===== config.mk =====
export PLATFORM = sky130hd
export DESIGN_NAME = lsu_mem_stage
export DESIGN_NICKNAME = d
export VERILOG_FILES = /design/src/rtl/lsu_mem_stage.sv
export SDC_FILE = /design/constraint.sdc
export NUM_CORES = 1
export LEC_CHECK = 0
export ABC_CLOCK_PERIOD_IN_PS = 3520
export CELL_PAD_IN_SITES_DETAIL_PLACEMENT = 1
export CELL_PAD_IN_SITES_GLOBAL_PLACEMENT = 2
export CORE_ASPECT_RATIO = 0.75
export CORE_MARGIN = 5
export CORE_UTILIZATION = 26
export CTS_CLUSTER_DIAMETER = 30
export DETAILED_ROUTE_END_ITERATION = 10
export PLACE_DENSITY_LB_ADDON = 0.1
export SLEW_MARGIN = 0
export SYNTH_ARGS = -nofsm -noshare
export SYNTH_HDL_FRONTEND = slang
export SYNTH_SLANG_ARGS = --single-unit

===== constraint.sdc =====
create_clock -name clk -period 3.52 [get_ports clk]
set_input_delay 0.704 -clock clk [delete_from_list [all_inputs] [get_ports clk]]
set_output_delay 0.704 -clock clk [all_outputs]
set_load 0.01 [all_outputs]

===== src/rtl/lsu_mem_stage.sv =====
// Memory-stage load/store unit: req/ack handshake to a variable-latency data
// memory, store lane replication, load extraction/extension and a watchdog.
module lsu_mem_stage #(
  parameter int TIMEOUT = 16
) (
  input  logic        clk,
  input  logic        reset,
  input  logic        valid_i,
  input  logic        memwrite,
  input  logic        memtoreg,
  input  logic [1:0]  lwhb,
  input  logic [1:0]  swhb,
  input  logic        lunsigned,
  input  logic [31:0] addr,
  input  logic [31:0] wdata,
  output logic        mem_req,
  output logic        mem_we,
  output logic [31:0] mem_addr,
  output logic [3:0]  mem_be,
  output logic [31:0] mem_wdata,
  input  logic        mem_ack,
  input  logic [31:0] mem_rdata,
  output logic        stall_o,
  output logic [31:0] rdata_o,
  output logic        rdata_valid_o,
  output logic        misalign_o,
  output logic        bus_err_o
);

  localparam int WDW = (TIMEOUT > 1) ? $clog2(TIMEOUT) : 1;
  localparam logic [1:0] W_WORD = 2'b01;
  localparam logic [1:0] W_HALF = 2'b10;
  localparam logic [1:0] W_BYTE = 2'b11;

  typedef enum logic [1:0] {S_IDLE, S_REQ, S_RESP} state_t;

  state_t state_q, state_d;

  logic [31:0]    mem_addr_q, mem_addr_d;
  logic [3:0]     mem_be_q, mem_be_d;
  logic [31:0]    mem_wdata_q, mem_wdata_d;
  logic           mem_we_q, mem_we_d;
  logic           ld_q, ld_d;
  logic [1:0]     lwidth_q, lwidth_d;
  logic           uns_q, uns_d;
  logic [1:0]     lane_q, lane_d;
  logic [WDW-1:0] wdog_q, wdog_d;
  logic [31:0]    rdata_q, rdata_d;
  logic           rdata_valid_q, rdata_valid_d;
  logic           bus_err_q, bus_err_d;

  logic        acc, is_st, aligned, go, expired;
  logic [1:0]  width;
  logic [7:0]  ld_byte;
  logic [15:0] ld_half;
  logic [31:0] ld_ext;

  // Decode of the instruction currently sitting in MEM; only used in IDLE.
  always_comb begin
    acc     = valid_i & (memwrite | memtoreg);
    is_st   = memwrite;
    width   = is_st ? swhb : lwhb;
    aligned = 1'b1;
    if (width == W_WORD) aligned = (addr[1:0] == 2'b00);
    if (width == W_HALF) aligned = ~addr[0];
    go      = acc & aligned & (width != 2'b00);
    expired = (wdog_q == WDW'(TIMEOUT - 1));
  end

  always_comb begin
    ld_byte = mem_rdata[7:0];
    case (lane_q)
      2'd1:    ld_byte = mem_rdata[15:8];
      2'd2:    ld_byte = mem_rdata[23:16];
      2'd3:    ld_byte = mem_rdata[31:24];
      default: ld_byte = mem_rdata[7:0];
    endcase
    ld_half = lane_q[1] ? mem_rdata[31:16] : mem_rdata[15:0];
    case (lwidth_q)
      W_BYTE:  ld_ext = {{24{~uns_q & ld_byte[7]}}, ld_byte};
      W_HALF:  ld_ext = {{16{~uns_q & ld_half[15]}}, ld_half};
      default: ld_ext = mem_rdata;
    endcase
  end

  // FSM: state register
  always_ff @(posedge clk) begin
    if (!reset) state_q <= S_IDLE;
    else        state_q <= state_d;
  end

  // FSM: next state; ack wins over a watchdog expiring in the same cycle
  always_comb begin
    state_d = state_q;
    case (state_q)
      S_IDLE:  if (go) state_d = S_REQ;
      S_REQ:   if (mem_ack || expired) state_d = S_RESP;
      S_RESP:  state_d = S_IDLE;
      default: state_d = S_IDLE;
    endcase
  end

  // FSM: outputs
  always_comb begin
    mem_req    = (state_q == S_REQ);
    stall_o    = (state_q == S_REQ) | ((state_q == S_IDLE) & go);
    misalign_o = (state_q == S_IDLE) & acc & (width != 2'b00) & ~aligned;
  end

  always_comb begin
    mem_addr_d    = mem_addr_q;
    mem_be_d      = mem_be_q;
    mem_wdata_d   = mem_wdata_q;
    mem_we_d      = mem_we_q;
    ld_d          = ld_q;
    lwidth_d      = lwidth_q;
    uns_d         = uns_q;
    lane_d        = lane_q;
    wdog_d        = wdog_q;
    rdata_d       = rdata_q;
    rdata_valid_d = 1'b0;
    bus_err_d     = 1'b0;
    if (state_q == S_IDLE && go) begin
      mem_addr_d = {addr[31:2], 2'b00};
      case (width)
        W_BYTE: begin
          mem_be_d    = 4'b0001 << addr[1:0];
          mem_wdata_d = {4{wdata[7:0]}};
        end
        W_HALF: begin
          mem_be_d    = addr[1] ? 4'b1100 : 4'b0011;
          mem_wdata_d = {2{wdata[15:0]}};
        end
        default: begin
          mem_be_d    = 4'b1111;
          mem_wdata_d = wdata;
        end
      endcase
      mem_we_d = is_st;
      ld_d     = ~is_st;
      lwidth_d = width;
      uns_d    = lunsigned;
      lane_d   = addr[1:0];
      wdog_d   = '0;
    end else if (state_q == S_REQ) begin
      if (mem_ack) begin
        if (ld_q) rdata_d = ld_ext;
        rdata_valid_d = ld_q;
      end else begin
        wdog_d    = wdog_q + 1'b1;
        bus_err_d = expired;
      end
    end
  end

  always_ff @(posedge clk) begin
    if (!reset) begin
      mem_addr_q    <= '0;
      mem_be_q      <= '0;
      mem_wdata_q   <= '0;
      mem_we_q      <= 1'b0;
      ld_q          <= 1'b0;
      lwidth_q      <= '0;
      uns_q         <= 1'b0;
      lane_q        <= '0;
      wdog_q        <= '0;
      rdata_q       <= '0;
      rdata_valid_q <= 1'b0;
      bus_err_q     <= 1'b0;
    end else begin
      mem_addr_q    <= mem_addr_d;
      mem_be_q      <= mem_be_d;
      mem_wdata_q   <= mem_wdata_d;
      mem_we_q      <= mem_we_d;
      ld_q          <= ld_d;
      lwidth_q      <= lwidth_d;
      uns_q         <= uns_d;
      lane_q        <= lane_d;
      wdog_q        <= wdog_d;
      rdata_q       <= rdata_d;
      rdata_valid_q <= rdata_valid_d;
      bus_err_q     <= bus_err_d;
    end
  end

  assign mem_we        = mem_we_q;
  assign mem_addr      = mem_addr_q;
  assign mem_be        = mem_be_q;
  assign mem_wdata     = mem_wdata_q;
  assign rdata_o       = rdata_q;
  assign rdata_valid_o = rdata_valid_q;
  assign bus_err_o     = bus_err_q;

endmodule


After elaboration in Yosys (flattened, before gate mapping)
Cells that the tools add are included.

Register bits: 113. Input bits: 107. Output and inout port bits: 106.

Add/sub/neg operators: 1. Equal/unequal tests: 12. Shifts and indexed selects: 1. Mux-type cells: 12. Bitwise gates (word level): 19. Reduce and logical (&&, ||, !) cells: 11.

Operator list (number): one-hot mux 32 bit (2 select lines) (2); one-hot mux 8 bit (3 select lines) (1); 2-to-1 mux 16 bit (1); equality test 2 bit, second input constant (6); AND 1 bit (9); inverter 1 bit (8); one-hot mux 4 bit (2 select lines) (1); OR reduction 4 bit (2); equality test 2 x 1 -> 1 bit, second input constant (3); 2-to-1 mux 2 bit (3); adder 4 x 1 -> 4 bit, second input constant (1); equality test 4 bit, second input constant (1); zero test 2 bit (2); 2-to-1 mux 4 bit (1); one-hot mux 2 bit (2 select lines) (1); AND reduction 2 bit (2); AND reduction 4 bit (1); << shifter 1 x 2 -> 4 bit, first input constant (1); 2-to-1 mux 1 bit (2); != test 2 x 1 -> 1 bit, second input constant (1); != test 2 bit, second input constant (1); bitwise OR 1 bit (2); nonzero test 2 bit (1); OR reduction 2 bit (1); 2 further kinds (2).

Longest topological paths before layout
Gate-level depths: netlist of the first run.

Depth after elaboration: 9. Depth in mapped cells: 7. Mapped depth without buffers: 4.

Worst setup path after synthesis of the first run
Ideal clock, no wire load.

Kind: input -> output. Start point: input port memwrite. End point: output port stall_o. Arrival: 1872 ps. Slack: 944 ps. Cell stages on the path: 7. Cell sequence: buf_4 mux2_4 a22oi_4 a21o_1 buf_2 buf_6 nand2b_1.

Word-level cells in the longest chain between the ends: 8. Elaborated cells between the ends (all ways): 12. Those cells by class: eq/ne: 2; mux: 3; bitwise: 6; reduce/logical: 1.

RTL lines: start, declared (RTL line 9) `input logic memwrite,`; 2-to-1 mux 2 bit (RTL line 62) `width = is_st ? swhb : lwhb;`; equality test 2 x 1 -> 1 bit (RTL line 64) `if (width == W_WORD) aligned = (addr[1:0] == 2'b00);`; 2-to-1 mux 1 bit (RTL line 64); 2-to-1 mux 1 bit (RTL line 65) `if (width == W_HALF) aligned = ~addr[0];`; AND 1 bit (RTL line 66) `go = acc & aligned & (width != 2'b00);`; AND 1 bit (*) (RTL line 66); AND 1 bit (*) (RTL line 106) `stall_o = (state_q == S_REQ) | ((state_q == S_IDLE) & go);`; bitwise OR 1 bit (*) (RTL line 106); end, declared (RTL line 23) `output logic stall_o,`.

Every way passes the cells marked *; elsewhere a longest branch is shown, timed or not.

Worst setup path after layout of the first run
Start point: input port lwhb[1]. End point: output port misalign_o.

Word-level cells in the longest chain between the ends: 6. Elaborated cells between the ends (all ways): 9. Those cells by class: eq/ne: 2; mux: 3; bitwise: 3; reduce/logical: 1.

RTL lines: start, declared (RTL line 11) `input logic [1:0] lwhb,`; 2-to-1 mux 2 bit (*) (RTL line 62); equality test 2 x 1 -> 1 bit (RTL line 64); 2-to-1 mux 1 bit (RTL line 64); 2-to-1 mux 1 bit (RTL line 65); inverter 1 bit (RTL line 107) `misalign_o = (state_q == S_IDLE) & acc & (width != 2'b00) & ~aligned;`; AND 1 bit (*) (RTL line 107); end, declared (RTL line 26) `output logic misalign_o,`.

Marked as above.

==> flow_summary.json, run 1 <==
{
  "outcome": "completed",
  "wl_per_cell_um": 18.3,
  "portBuffers": 210,
  "synth_edf_count": 0,
  "slowest_delay_ns": 0.60,
  "syn_area_per_cell_um2": 8.43,
  "syn_inst": 628,
  "synthFlopType": "dfxtp_1",
  "peakVddDrop_mv": 0.277,
  "num_rows": 45,
  "dr.max_layer_used": "met4",
  "dr.pass1.iters": 4,
  "via_count": 5224,
  "initial_core_util_pct": 26.3,
  "dieWidth_um": 175,
  "worstSetupPathType": "input pin to output port",
  "area_growth_pct": 55.2,
  "hp-class": "flop to flop",
  "cts_setup_buffers": 0,
  "yosys_warnings": 0,
  "clock_sinks": 113,
  "wl_met2_um": 8970,
  "critPathMaxFanout": 5,
  "synth.area.top_cells": "dfxtp_1 43%, mux2i_1 15%, nand2_1 10%",
  "clockBufferDepth": 2,
  "nets": 929,
  "worstPathRequired_ns": 2.82,
  "dp_cells": 1060,
  "grt_pass1_vias": 5483,
  "power_density_nw_per_um2": 456,
  "grt_max_degree": 75,
  "max_clock_freq_mhz": 306,
  "drt-vias-per-instance": 4.78,
  "cts_tree": "yes",
  "yosysMostFrequentCell": "nand2_1",
  "grt-ovfl-total": 0,
  "wl_met3_um": 1360,
  "htree_levels": 4,
  "drt_wl_total_um": 20000,
  "netlist_area_um2": 5290,
  "synth.yosys.seq_area_share_pct": 42.7,
  "slowest_stage": "clkdlybuf4s50_1",
  "die_area_um2": 23300,
  "finalCriticalPeriod_ns": 3.26,
  "async_flop_share_pct": 0,
  "fp.dieH_um": 134,
  "drtIter0Drc": 218,
  "synth_top_area_share_pct": 42.7,
  "clkTransAtPathRegs_ns": 0.05,
  "wl_met1_um": 9430,
  "final_layout_size_suffix_gt1_share_pct": 8.03,
  "dp_hpwl_um": 14900,
  "ctsRootBufferMaster": "clkbuf_16",
  "ios": 213,
  "worst_pin_slew_ns": 0.924,
  "antenna_found_initial": 1,
  "period_share_pct": 92.7,
  "drc_errors": 0,
  "holdBufCountCts": 0,
  "numCtsBuffers": 17,
  "cap_viol_max_count": 0,
  "stdcell_count": 1093,
  "ys_types": 41,
  "grt_pass1_wl_um": 31400,
  "synth_top_area_cell": "dfxtp_1",
  "clk_latency_ns": 0.42,
  "core_area_um2": 20200,
  "slew_viol_final": 0,
  "nFillCells": 2318,
  "critPathLaunchType": "input pin",
  "crit_top_cell": "clkdlybuf4s50_1",
  "drtAntennaViolNets": 0,
  "worstPathCellList": "clkdlybuf4s50_1 -> mux2_4 -> nor2_1 -> o21ai_0 -> a21oi_1 -> clkdlybuf4s50_1",
  "skew_ns": 0.0100,
  "setup_tns_ns": 0,
  "ys_ff_latch": 113,
  "end_kind": "output port",
  "finalSetupViolCount": 0,
  "whs_ns": 0.457,
  "power_leakage_nw": 3.19,
  "rsz0062_at_grt": "false",
  "cts_resized": 0,
  "track_usage_pct": 16.9,
  "maxSlewHeadroom_pct": 38.1,
  "critPathArrivalTime_ns": 2.56,
  "hold_viol_final": 0,
  "ys_top_cells_by_count": "144 x nand2_1, 113 x dfxtp_1, 77 x mux2i_1",
  "routabilityCongestion": 0.810
}
-- logic make-up (layout without fill, tap and decap cells) --
group	count (synthesis)	after routing	synth area share, %
mux	88	88	17.1
other cells	1	3	0.0709
simple gates	194	194	15.4
fa+ha+maj	1	1	0.236
flops	113	113	42.7
buf+inv	62	267	5.56
xor+xnor	3	3	0.497
compound gates	166	166	18.4
-- final cells by class --
type                    count  area [µm²]  share of cell area (%)
multi-input cells         454        2750                    33.4
flip-flops and latches    113        2260                    27.5
repair buffers            229        2260                    27.5
clock buffers              21         470                    5.73
well taps                 258         323                    3.93
clock inverters            11         130                    1.58
inverters                   6        22.5                   0.274
diodes                      1        2.50                  0.0305
-- critical path, delay by kind of cell --
family | cells | cell delay [ns]
mux | 1 | 0.32
simple gates | 1 | 0.14
compound gates | 2 | 0.36
buf+inv | 2 | 1.03
-- registers in the layout, indices dropped and copies added (netlist names) --
name,cells
rdata_valid_o,1
mem_we,1
mem_be,4
rdata_o,32
lwidth_q,2
bus_err_o,1
state_q,2
wdog_q,4
uns_q,1
mem_addr,30
mem_wdata,32
lane_q,2
ld_q,1
-- power by group --
part           internal, mW  leakage (nW)  switching, mW
clock network          1.10         0.282          0.640
logic                 0.323          1.99          0.294
registers              1.34         0.918         0.0460
-- cell usage in the layout (no fill, tap or decap), types with 9 or more instances in the layout --
cell             instances
clkdlybuf4s50_1        208
nand2b_1                 9
buf_4                   19
dfxtp_1                113
a21oi_1                 68
o21ai_0                 55
nand2_1                144
and2_1                   9
mux2i_1                 77
clkbuf_16               17
nand3_1                 17
-- worst paths after layout --
check | startpoint | end | slack, ns | cells past startpoint
hold reg to reg | mem_addr[28] | mem_addr[28] | 0.46 | 2
hold / removal | mem_addr[28] | mem_addr[28] | 0.46 | 2
setup / recovery | lwhb[1] | misalign_o | 0.26 | 6
setup reg to reg | lane_q[1] | rdata_o[9] | 1.08 | 4
-- routing by layer --
layer / track usage, % / up-vias
li1: - / 2568
met1: 22.9 / 2499
met2: 26.0 / 139
met3: 5.62 / 18
met4: 4.49 / 0
met5: 0 / -
-- stage by stage --
stage	cell area (µm²)	utilization [%]	total power, mW	setup WS [ns]
final	8220	40.8	3.74	0.255
after global routing	8220	40.8	3.91	0.177
after CTS	8210	40.7	3.80	0.0238
after detailed placement	7610	37.8	2.03	0.0287
after global placement	7610	37.8	2.02	0.0109
after floorplan	5300	-	1.69	0.944
Power figures use the tool's default switching activity.
==> inputs of run 2 (changes only) <==
--- a/config.mk
+++ b/config.mk
@@ -10,9 +10,10 @@
 export CELL_PAD_IN_SITES_GLOBAL_PLACEMENT = 2
 export CORE_ASPECT_RATIO = 0.75
 export CORE_MARGIN = 5
-export CORE_UTILIZATION = 26
+export CORE_UTILIZATION = 38
 export CTS_CLUSTER_DIAMETER = 30
 export DETAILED_ROUTE_END_ITERATION = 10
+export DONT_BUFFER_PORTS = 1
 export PLACE_DENSITY_LB_ADDON = 0.1
 export SLEW_MARGIN = 0
 export SYNTH_ARGS = -nofsm -noshare
==> run 2 against run 1 <==
Die area decreased by 30%; count of clock-buffer cells in the layout increased by 6; sequential power about the same; final area decreased by 28%; critical path depth decreased by 1; non-clock buffer count decreased by 220; clock skew decreased by 0.0035 ns; sequential cell count unchanged; critical path type unchanged; critical endpoint is now stall_o; largest power group unchanged.
==> flow_summary.json, run 2 (synthesized netlist as in run 1, its figures left out) <==
{
  "dp_hpwl_um": 12100,
  "drt_wl_total_um": 17100,
  "slew_viol_final": 0,
  "period_share_pct": 76.3,
  "clkTransAtPathRegs_ns": 0.05,
  "end_kind": "output port",
  "holdPathStages": 2,
  "p_switching_uw": 845,
  "initial_core_util_pct": 38.6,
  "regToRegEndpoint": "rdata_o[15]",
  "worst_pin_slew_ns": 0.952,
  "drtIter0Drc": 296,
  "track_usage_pct": 21.0,
  "htree_levels": 4,
  "routabilityCongestion": 0.783,
  "layout_commonest_cell": "nand2_1",
  "utilization_pct": 42.9,
  "ctsRootBufferMaster": "clkbuf_16",
  "layout_common_cells": "144 x nand2_1, 113 x dfxtp_1, 77 x mux2i_1",
  "clockBufferDepth": 2,
  "stdcell_count": 789,
  "numCtsBuffers": 17,
  "min_from": "mem_ack",
  "setup_ws_ns": 0.833,
  "antenna_found_initial": 0,
  "drtAntennaViolNets": 0,
  "critPathArrivalTime_ns": 1.98,
  "critPathLaunchType": "input pin",
  "cts_resized": 0,
  "hp-class": "input pin to flop",
  "power_leakage_nw": 2.34,
  "critPathMaxFanout": 28,
  "area_growth_pct": 11.0,
  "dr.pass1.iters": 4,
  "max_clock_freq_mhz": 372,
  "num_rows": 37,
  "clk_latency_ns": 0.42,
  "outcome": "completed",
  "grt_pass1_vias": 4638,
  "p_int_mw": 2.49,
  "via_count": 4456,
  "r2r_slack_ns": 1.07,
  "seqPwrFrac_pct": 42.7,
  "grt_max_degree": 161,
  "wl_per_cell_um": 21.7,
  "holdBufCountCts": 0,
  "portBuffers": 0,
  "drt-vias-per-instance": 5.65,
  "pre_cts_slack_ns": 0.633,
  "core_area_um2": 13700,
  "maxSlewHeadroom_pct": 36.2,
  "holdPathEnd": "state_q[1]",
  "die_area_um2": 16400,
  "dieWidth_um": 146,
  "cts_setup_buffers": 0,
  "fp.dieH_um": 112,
  "peakVddDrop_mv": 0.333,
  "hold_viol_final": 0,
  "n_antenna_cell": 0,
  "whs_ns": 0.417,
  "clockPowerShare_pct": 48.3,
  "worstSetupPathType": "input pin to output port",
  "nets": 709,
  "combPwrFrac_pct": 9.0,
  "switching_share_pct": 25.3,
  "cap_viol_max_count": 0,
  "finalSetupViolCount": 0,
  "drc_errors": 0,
  "rr_startpoint": "lane_q[1]",
  "grt-ovfl-total": 0,
  "dp_cells": 757,
  "grt_pass1_wl_um": 27100,
  "rsz0062_at_grt": "false",
  "power_density_nw_per_um2": 567,
  "finalCriticalPeriod_ns": 2.69,
  "worstPathRequired_ns": 2.82,
  "setup_tns_ns": 0,
  "clock_sinks": 113,
  "final_layout_size_suffix_gt1_share_pct": 8.14,
  "cts_tree": "yes",
  "ios": 213,
  "skew_ns": 0.00654,
  "reg2regPathDepth": 4
}
-- run 2: how the worst max path moves through the flow --
stage	start	to	slack, ns	cells past startpoint
finish	memwrite	stall_o	0.83	5
global route	memwrite	stall_o	0.75	5
CTS	memwrite	stall_o	0.83	5
detailed placement	memwrite	mem_addr[6]	0.63	5
global placement	memwrite	mem_addr[25]	0.79	5
floorplan	memwrite	stall_o	0.94	7
-- run 2: final cells by class --
cell class                      instances  area [µm²]
Inverter                                6        22.5
Sequential cell                       113        2260
Timing Repair Buffer                    9        80.1
Tap cell                              175         219
Clock inverter                          5        52.6
Multi-Input combinational cell        454        2750
Clock buffer                           27         493
Fill cell                            1607        7830
-- run 2: critical path, stage by stage --
cell and delay [ns]:
mux2_4 0.42, nand2_1 0.42, a21o_1 0.22, nand2b_1 0.07
buf_4 0.14
-- run 2: per-layer routing --
layer	global-route usage, %	routed length, µm	vias to the layer above	share of wire [%]
met4	7.27	250	0	1.5
met5	0	0	-	0
met2	30.4	7350	156	43
li1	-	-	2124	-
met1	28.4	7840	2155	46
met3	8.51	1660	21	9.7
-- run 2: metrics by stage --
| stage | instance area [µm²] | total power [mW] |
|---|---|---|
| 6_report | 5880 | 3.33 |
| 5_1_grt | 5880 | 3.48 |
| 4_1_cts | 5880 | 3.37 |
| 3_5_place_dp | 5330 | 1.75 |
| 3_3_place_gp | 5330 | 1.74 |
| 2_1_floorplan | 5300 | 1.69 |
-- run 2: power groups by stage --
stage	logic [mW]	clock network (mW)	registers (mW)
floorplan	0.276	0	1.42
global placement	0.290	0	1.45
detailed placement	0.302	0	1.45
CTS	0.303	1.64	1.42
global route	0.337	1.71	1.43
finish	0.302	1.61	1.42
==> inputs of run 3 (changes only) <==
--- a/config.mk
+++ b/config.mk
@@ -5,12 +5,12 @@
 export SDC_FILE = /design/constraint.sdc
 export NUM_CORES = 1
 export LEC_CHECK = 0
-export ABC_CLOCK_PERIOD_IN_PS = 3520
+export ABC_CLOCK_PERIOD_IN_PS = 2600
 export CELL_PAD_IN_SITES_DETAIL_PLACEMENT = 1
 export CELL_PAD_IN_SITES_GLOBAL_PLACEMENT = 2
 export CORE_ASPECT_RATIO = 0.75
 export CORE_MARGIN = 5
-export CORE_UTILIZATION = 38
+export CORE_UTILIZATION = 35
 export CTS_CLUSTER_DIAMETER = 30
 export DETAILED_ROUTE_END_ITERATION = 10
 export DONT_BUFFER_PORTS = 1
==> constraint.sdc (replaced) <==
create_clock -name clk -period 2.6 [get_ports clk]
set_input_delay 0.52 -clock clk [delete_from_list [all_inputs] [get_ports clk]]
set_output_delay 0.52 -clock clk [all_outputs]
set_load 0.01 [all_outputs]
==> run 3 against run 2 <==
Utilization shrank 2.4 points; total power grew 32%; sequential power grew 35%; register-to-register slack lost 0.51 ns; via count shrank 0.90%; largest cell class unchanged; die area grew 7.9%; final area grew 1.0%.
==> flow_summary.json, run 3 (synthesized netlist as in run 1, its figures left out) <==
{
  "outcome": "completed",
  "clock_sinks": 113,
  "rsz0062_at_grt": "false",
  "initial_core_util_pct": 36.1,
  "use_met1_pct": 24.1,
  "wl_per_cell_um": 20.9,
  "drc_errors": 0,
  "worstSetupPathType": "flop to output port",
  "final_layout_size_suffix_gt1_share_pct": 9.22,
  "peakVddDrop_mv": 0.386,
  "grt-ovfl-total": 0,
  "grt_busiest_layer": "met2",
  "pre_cts_slack_ns": 0.507,
  "worst_pin_slew_ns": 0.825,
  "clkTransAtPathRegs_ns": 0.05,
  "slowest_stage": "dfxtp_1",
  "fp.dieH_um": 116,
  "use_met3_pct": 9.11,
  "clk_latency_ns": 0.41,
  "antenna_found_initial": 1,
  "track_usage_pct": 19.1,
  "cts_resized": 0,
  "skew_ns": 0.0109,
  "holdBufCountCts": 0,
  "routabilityCongestion": 0.761,
  "power_leakage_nw": 2.37,
  "end_kind": "output port",
  "core_area_um2": 14600,
  "clockBufferDepth": 2,
  "nets": 715,
  "via_count": 4416,
  "finalCriticalPeriod_ns": 2.11,
  "dp_hpwl_um": 12400,
  "drt_wl_total_um": 17100,
  "numCtsBuffers": 17,
  "grt_pass1_wl_um": 26300,
  "layout_common_cells": "144 x nand2_1, 113 x dfxtp_1, 77 x mux2i_1",
  "regToRegEndpoint": "rdata_o[19]",
  "crit_top_cell": "buf_4",
  "reg2regPathDepth": 5,
  "grt_pass1_vias": 4588,
  "holdPathStages": 2,
  "period_share_pct": 81.2,
  "hold_viol_final": 0,
  "cts_setup_buffers": 0,
  "rr_startpoint": "lane_q[1]",
  "slowest_delay_ns": 0.32,
  "num_rows": 38,
  "cap_viol_max_count": 0,
  "r2r_slack_ns": 0.56,
  "critPathMaxFanout": 13,
  "portBuffers": 0,
  "cts_tree": "yes",
  "slew_viol_final": 0,
  "dieWidth_um": 152,
  "worstPathCellList": "nor2_1 -> o211ai_1 -> buf_4 -> a21o_1 -> nand2b_1 -> buf_4",
  "hp-class": "input pin to flop",
  "min_from": "mem_ack",
  "dr.pass1.iters": 4,
  "ios": 213,
  "max_clock_freq_mhz": 473,
  "holdPathEnd": "state_q[1]",
  "worstPathRequired_ns": 2.08,
  "drtAntennaViolNets": 0,
  "grt_max_degree": 161,
  "setup_ws_ns": 0.488,
  "ctsRootBufferMaster": "clkbuf_16",
  "n_antenna_cell": 0,
  "power_density_nw_per_um2": 739,
  "drtIter0Drc": 242,
  "critPathLaunchType": "flop",
  "htree_levels": 4,
  "maxSlewHeadroom_pct": 44.9,
  "grt.met2_usage_pct": 28.6,
  "drt-vias-per-instance": 5.40,
  "area_growth_pct": 12.2,
  "finalSetupViolCount": 0,
  "whs_ns": 0.237,
  "die_area_um2": 17700,
  "critPathArrivalTime_ns": 1.59,
  "layout_commonest_cell": "nand2_1",
  "setup_tns_ns": 0
}
-- run 3: critical path, delay by kind of cell, from the launching register on --
kind | cells | cell delay [ns]
buf+inv | 2 | 0.32
compound gates | 2 | 0.33
simple gates | 2 | 0.22
flops | 1 | 0.32
-- run 3: stage by stage --
step                      power, mW  std cells  utilization, %  instance area, µm²
after floorplan                2.29        629               -                5300
after global placement         2.37        788            37.0                5420
after detailed placement       2.38        788            37.0                5420
after CTS                      4.45        818            40.5                5940
after global routing           4.59        818            40.5                5940
final                          4.39        818            40.5                5940
-- run 3: routing by layer --
layer  share of wire (%)  vias up  wire length (µm)
met3                 9.0       19              1530
met1                  46     2126              7850
met2                  44      137              7430
li1                    -     2132                 -
met4                 1.4        2               244
met5               0.088        -                15
-- run 3: power breakdown --
group	switching, mW	leakage, nW	internal [mW]	total (mW)
sequential	0.105	0.918	1.82	1.92
clock	0.775	0.259	1.27	2.05
combinational	0.240	1.20	0.180	0.421
-- run 3: worst max path at each step --
stage | slack (ns) | from | depth (start not counted) | endpoint
2_1_floorplan | 0.39 | memwrite | 7 | stall_o
3_3_place_gp | 0.53 | memwrite | 5 | stall_o
3_5_place_dp | 0.51 | memwrite | 5 | stall_o
4_1_cts | 0.46 | state_q[1] | 6 | stall_o
5_1_grt | 0.35 | lane_q[1] | 5 | rdata_o[26]
6_report | 0.49 | state_q[1] | 6 | stall_o
-- run 3: final cells by class --
class                   count  area (µm²)
repair buffers             15         138
well taps                 200         250
clock inverters             6        33.8
fillers                  1748        8710
clock buffers              24         482
multi-input cells         454        2750
flip-flops and latches    113        2260
inverters                   6        22.5
